File: src/rtl/float_pkg.sv
// Shared float constants and lane sizing helpers.
// Imported by the fan-out top, its lane FIFOs and the bench.
package float_pkg;
  localparam int FLOAT_SIZE = 32;
  localparam logic [31:0] FLOAT_ONE = 32'h3F800000;
  localparam int LANE_DEPTH = 4;

  function automatic int clog2_p1(input int d);
    return $clog2(d + 1);
  endfunction

  typedef logic [clog2_p1(LANE_DEPTH)-1:0] lane_count_t;
endpackage

File: src/rtl/float_lane_fifo.sv
// One output lane: DEPTH-entry synchronous FIFO.
// Push side has no ready; the caller gates push with !full.
module float_lane_fifo
  import float_pkg::*;
#(
  parameter int SIZE  = FLOAT_SIZE,
  parameter int DEPTH = LANE_DEPTH
) (
  input  logic                         clk,
  input  logic                         rst,
  input  logic                         push,
  input  logic [SIZE-1:0]              push_data,
  output logic [SIZE-1:0]              m_tdata,
  output logic                         m_tvalid,
  input  logic                         m_tready,
  output logic                         full,
  output logic [$clog2(DEPTH+1)-1:0]   count
);
  localparam int PW = $clog2(DEPTH);
  localparam int CW = clog2_p1(DEPTH);

  logic [SIZE-1:0] mem_q [DEPTH];
  logic [SIZE-1:0] mem_d [DEPTH];
  logic [PW-1:0]   wr_q, wr_d;
  logic [PW-1:0]   rd_q, rd_d;
  logic [CW-1:0]   cnt_q, cnt_d;
  logic            pop;

  assign pop = (cnt_q != '0) && m_tready;

  always_comb begin
    mem_d = mem_q;
    if (push) mem_d[wr_q] = push_data;
    wr_d = wr_q + PW'(push);
    rd_d = rd_q + PW'(pop);
    cnt_d = cnt_q;
    unique case ({push, pop})
      2'b10:   cnt_d = cnt_q + CW'(1);
      2'b01:   cnt_d = cnt_q - CW'(1);
      default: cnt_d = cnt_q;
    endcase
  end

  always_ff @(posedge clk or posedge rst) begin
    if (rst) begin
      for (int i = 0; i < DEPTH; i++) mem_q[i] <= '0;
      wr_q  <= '0;
      rd_q  <= '0;
      cnt_q <= '0;
    end else begin
      mem_q <= mem_d;
      wr_q  <= wr_d;
      rd_q  <= rd_d;
      cnt_q <= cnt_d;
    end
  end

  assign m_tdata  = mem_q[rd_q];
  assign m_tvalid = (cnt_q != '0);
  assign full     = (cnt_q == CW'(DEPTH));
  assign count    = cnt_q;
endmodule

File: src/rtl/float_fanout3.sv
// Fans one float stream out to three independently drained lanes.
// Input stalls only when some lane FIFO is full.
module float_fanout3
  import float_pkg::*;
#(
  parameter int SIZE  = FLOAT_SIZE,
  parameter int DEPTH = LANE_DEPTH
) (
  input  logic                           aclk,
  input  logic                           areset,
  input  logic [SIZE-1:0]                s_axis_tdata,
  input  logic                           s_axis_tvalid,
  output logic                           s_axis_tready,
  output logic [SIZE-1:0]                m_axis_a_tdata,
  output logic                           m_axis_a_tvalid,
  input  logic                           m_axis_a_tready,
  output logic [SIZE-1:0]                m_axis_b_tdata,
  output logic                           m_axis_b_tvalid,
  input  logic                           m_axis_b_tready,
  output logic [SIZE-1:0]                m_axis_c_tdata,
  output logic                           m_axis_c_tvalid,
  input  logic                           m_axis_c_tready,
  output logic [3*$clog2(DEPTH+1)-1:0]   lane_level
);
  localparam int CW = clog2_p1(DEPTH);

  logic          full_a, full_b, full_c;
  logic [CW-1:0] cnt_a, cnt_b, cnt_c;
  logic          push;

  assign s_axis_tready = !areset && !full_a && !full_b && !full_c;
  assign push          = s_axis_tvalid && s_axis_tready;
  assign lane_level    = {cnt_c, cnt_b, cnt_a};

  float_lane_fifo #(.SIZE(SIZE), .DEPTH(DEPTH)) u_lane_a (
    .clk(aclk), .rst(areset),
    .push(push), .push_data(s_axis_tdata),
    .m_tdata(m_axis_a_tdata), .m_tvalid(m_axis_a_tvalid),
    .m_tready(m_axis_a_tready),
    .full(full_a), .count(cnt_a)
  );

  float_lane_fifo #(.SIZE(SIZE), .DEPTH(DEPTH)) u_lane_b (
    .clk(aclk), .rst(areset),
    .push(push), .push_data(s_axis_tdata),
    .m_tdata(m_axis_b_tdata), .m_tvalid(m_axis_b_tvalid),
    .m_tready(m_axis_b_tready),
    .full(full_b), .count(cnt_b)
  );

  float_lane_fifo #(.SIZE(SIZE), .DEPTH(DEPTH)) u_lane_c (
    .clk(aclk), .rst(areset),
    .push(push), .push_data(s_axis_tdata),
    .m_tdata(m_axis_c_tdata), .m_tvalid(m_axis_c_tvalid),
    .m_tready(m_axis_c_tready),
    .full(full_c), .count(cnt_c)
  );
endmodule

File: config.mk
export PLATFORM = sky130hd
export DESIGN_NAME = float_fanout3
export DESIGN_NICKNAME = d
export VERILOG_FILES = /design/src/rtl/float_pkg.sv /design/src/rtl/float_lane_fifo.sv /design/src/rtl/float_fanout3.sv
export SDC_FILE = /design/constraint.sdc
export NUM_CORES = 1
export LEC_CHECK = 0
export ABC_AREA = 1
export CAP_MARGIN = 0
export CORE_MARGIN = 8
export CORE_UTILIZATION = 53
export DETAILED_ROUTE_END_ITERATION = 7
export GPL_TIMING_DRIVEN = 0
export PLACE_DENSITY_LB_ADDON = 0.1
export SLEW_MARGIN = 40
export SYNTH_ARGS = -nofsm -noshare
export SYNTH_HDL_FRONTEND = slang
export SYNTH_SLANG_ARGS = --single-unit
File: constraint.sdc
create_clock -name aclk -period 13.5 [get_ports aclk]
set_input_delay 1.35 -clock aclk [delete_from_list [all_inputs] [get_ports aclk]]
set_output_delay 1.35 -clock aclk [all_outputs]
set_load 0.05 [all_outputs]
==> metrics <==
status=finished clean; CP Cell Sequence=clkdlybuf4s50_1, inv_8, buf_16, nand2_1, nor2_1, buf_4, buf_2, clkdlybuf4s50_1; GRT Util Overall=just under 30%; final hold viol count=0; post-CTS setup buffers=0; remaining antenna violation count=0; Ys Warns=0; vias in the first global route=between 15k and 20k; DR iter-0 viols=2,325; Clock Pin Slew Worst Setup and Hold Paths=around 0.060 ns; met1 Track Usage GR=41.2%; ys async rst share=between 90% and 100%; synthesized area per cell=8.22 µm²; final cycle utilization of the critical path=42.8%; Die Span X=between 200 and 250 µm; post-synthesis sequential area ratio=between 50% and 60%; I/O Buffers=around 150; R2R depth=11; final hold slack=approximately 0.47 ns; Reg-to-Reg End=u_lane_a.count[1]; dpl ws=a little under 8 ns; # IOs=around 150; syn_nets=2,439; H-tree depth=2; first-pass GRT wire length=about 100 mm; clock power share=approximately 17%; clock root buffer=clkbuf_16; peak supply drop=approximately 0.36 mV; HPWL after DPL=~47 mm; fmax=around 170 MHz; fraction of layout cells with a size suffix above 1=6.80%; RSZ-0062 raised after global routing=false; met3 Use GR=6.73%; Final Skew=~0.015 ns; ant diodes=0; largest net degree at the start of global routing=slightly below 80; HP Start=u_lane_b.mem_q[89]; die height=roughly 210 µm; Post-Layout Cell Count=~3k; post-CTS resize count=0; HP Class=reg -> reg; DRC viols=0; Sw Share=a little under 50%; CP required=between 10 and 15 ns; Num Clock Sinks=405; Avg Vias per Cell=slightly above 6; CP max stage delay=between 0.8 and 0.9 ns; Post-Syn Instances=about 2.4k; critical path's most frequent cell=clkdlybuf4s50_1; Most Crowded Layer GR=met2; Cell Pwr Density=around 320 nW/µm²; slowest stage cell, crit path=clkdlybuf4s50_1; grt ovf=0; hold path depth=2; register share of total power=between 20% and 30%; Clock Path Buffers=3; WS Path Type=in -> out; synth unique cells=23; Final setup viols=0; CTS buffer count=44; flops & latches, synth=~400; nets=~2.6k; Logic pwr share=55.1%; routability cong.=around 0.91; Area Overhead vs Synth=18.6%; Post-Synthesis Cell Area=between 15,000 and 20,000 µm²; wire per inst=roughly 21 µm; Post-synth EDFFs=0; TritonRoute pass-1 iters=6; Slew headroom=~48%; Top FF cell, synth=dfrtp_1; worst-path fanout max=between 70 and 80; CP endpoint kind=output pin; num rows=70; worst-margin pin slew=0.784 ns; Starting Density=approximately 54%; Vias=~19k; CTS tree=done; Die ar.=between 40,000 and 50,000 µm²; WP data arrival=4.43 ns; Max Cap Viol=0; initial antenna violation count=0; Int Pwr=0.00374 W; R2R setup slack=10.57 ns; met2 Resource Use GR=between 40% and 50%; Final Critical Period=between 5 and 6 ns; CP Launch Type=input pin; setup TNS=0 ns; dpl cells=around 3k; P_sw=0.00368 W; detailed-route wire length=around 65 mm; Worst Setup Slack, final=a little under 8 ns; Slew Viols, Final=0; Hold Path Sink=u_lane_b.mem_q[89]; Hold Buf Count CTS=0; core box area=about 37,000 µm²; Leakage=around 11 nW; reg-to-reg startpoint=u_lane_b.count[1]; Fill cells=between 3k and 4k; Clk Latency, worst-skew pair=roughly 0.55 ns
## sequential cells by signal, summed over array words and instances, names as in the netlist
signal,count
u_lane_c.rd_q,2
u_lane_c.mem_q,128
u_lane_b.mem_q,128
u_lane_c.wr_q,2
u_lane_a.mem_q,128
u_lane_b.wr_q,2
u_lane_b.count,3
u_lane_b.rd_q,2
u_lane_a.count,3
u_lane_a.wr_q,2
u_lane_a.rd_q,2
u_lane_c.count,3
## worst max-delay path by stage
stage	startpoint	to	slack, ns	depth (start not counted)
detailed placement	areset	s_axis_tready	7.72	8
global placement	areset	u_lane_b.mem_q[119]	-4.12	2
finish	areset	s_axis_tready	7.72	8
global route	areset	s_axis_tready	7.53	8
CTS	areset	s_axis_tready	7.71	8
floorplan	areset	u_lane_a.count[0]	0.86	1
## power by group through the flow
| stage | combinational [W] | clock, W | sequential (W) |
|---|---|---|---|
| CTS | 0.00405 | 0.00125 | 0.00208 |
| detailed placement | 0.00402 | 0 | 0.00209 |
| global placement | 0.00396 | 0 | 0.00208 |
| finish | 0.00409 | 0.00124 | 0.00209 |
| global route | 0.00438 | 0.00129 | 0.00215 |
| floorplan | 0.00269 | 0 | 0.00206 |
## metrics by stage
step                      util [%]  total power, W  cell area [µm²]
after floorplan                  -         0.00475            19600
after global placement        59.4         0.00604            21700
after detailed placement      59.8         0.00612            21800
after CTS                     63.8         0.00737            23300
after global routing          63.8         0.00782            23300
final                         63.8         0.00742            23300
## metal layers
metal	part of all wire, %	wire (µm)
met1	43	28000
met2	44	28300
met3	9.7	6260
met4	3.1	2000
met5	0	0
## logic make-up after synthesis
family,after synthesis,share of synthesized area [%]
AOI/OAI and AO/OA,298,8.22
xor gates and xnor gates,12,0.535
adders and majority gates,12,0.879
buffers and inverters,278,7.01
DFF,405,51.6
and+or+nand+nor,1384,31.8
## critical path, delay by kind of cell
kind / cells / cell delay (ns)
buf+inv: 6 / 2.59
simple gates: 2 / 0.38
## synth_stat cells, types with 9 or more instances
library cell	number	share of area, %
xor2_1	9	0.40
dfrtp_1	405	52
ha_1	9	0.57
o21ai_0	198	5.0
buf_2	44	1.1
nand3_2	12	0.61
o22ai_1	96	3.1
inv_1	19	0.36
nand4_1	384	12
nand2_1	779	15
clkbuf_1	161	3.1
nor2_1	203	3.9
buf_6	34	1.9
## layout make-up
type                            count  area (µm²)  share of cell area, %
Sequential cell                   405       10100                   43.5
Multi-Input combinational cell   1706        8130                   34.9
Inverter                           29         116                  0.499
Timing Repair Buffer              150        1590                   6.82
Buffer                            249        1270                   5.44
Clock buffer                       64        1300                   5.57
Tap cell                          468         586                   2.51
Clock inverter                     14         180                  0.773
## layout by cell type, fill, tap and decap left out, drive strengths merged
cell | synthesis | final
a21boi | 1 | 1
a21oi | 3 | 3
and2 | 2 | 2
buf | 88 | 93
bufinv | 0 | 4
clkbuf | 161 | 225
clkdlybuf4s50 | 0 | 145
clkinv | 3 | 9
clkinvlp | 0 | 4
dfrtp | 405 | 405
fa | 3 | 3
ha | 9 | 9
inv | 26 | 26
nand2 | 779 | 779
nand3 | 16 | 16
nand4 | 384 | 384
nor2 | 203 | 203
o21ai | 198 | 198
o22ai | 96 | 96
xnor2 | 3 | 3
xor2 | 9 | 9
No activity file was read; power rests on OpenSTA's default activity.
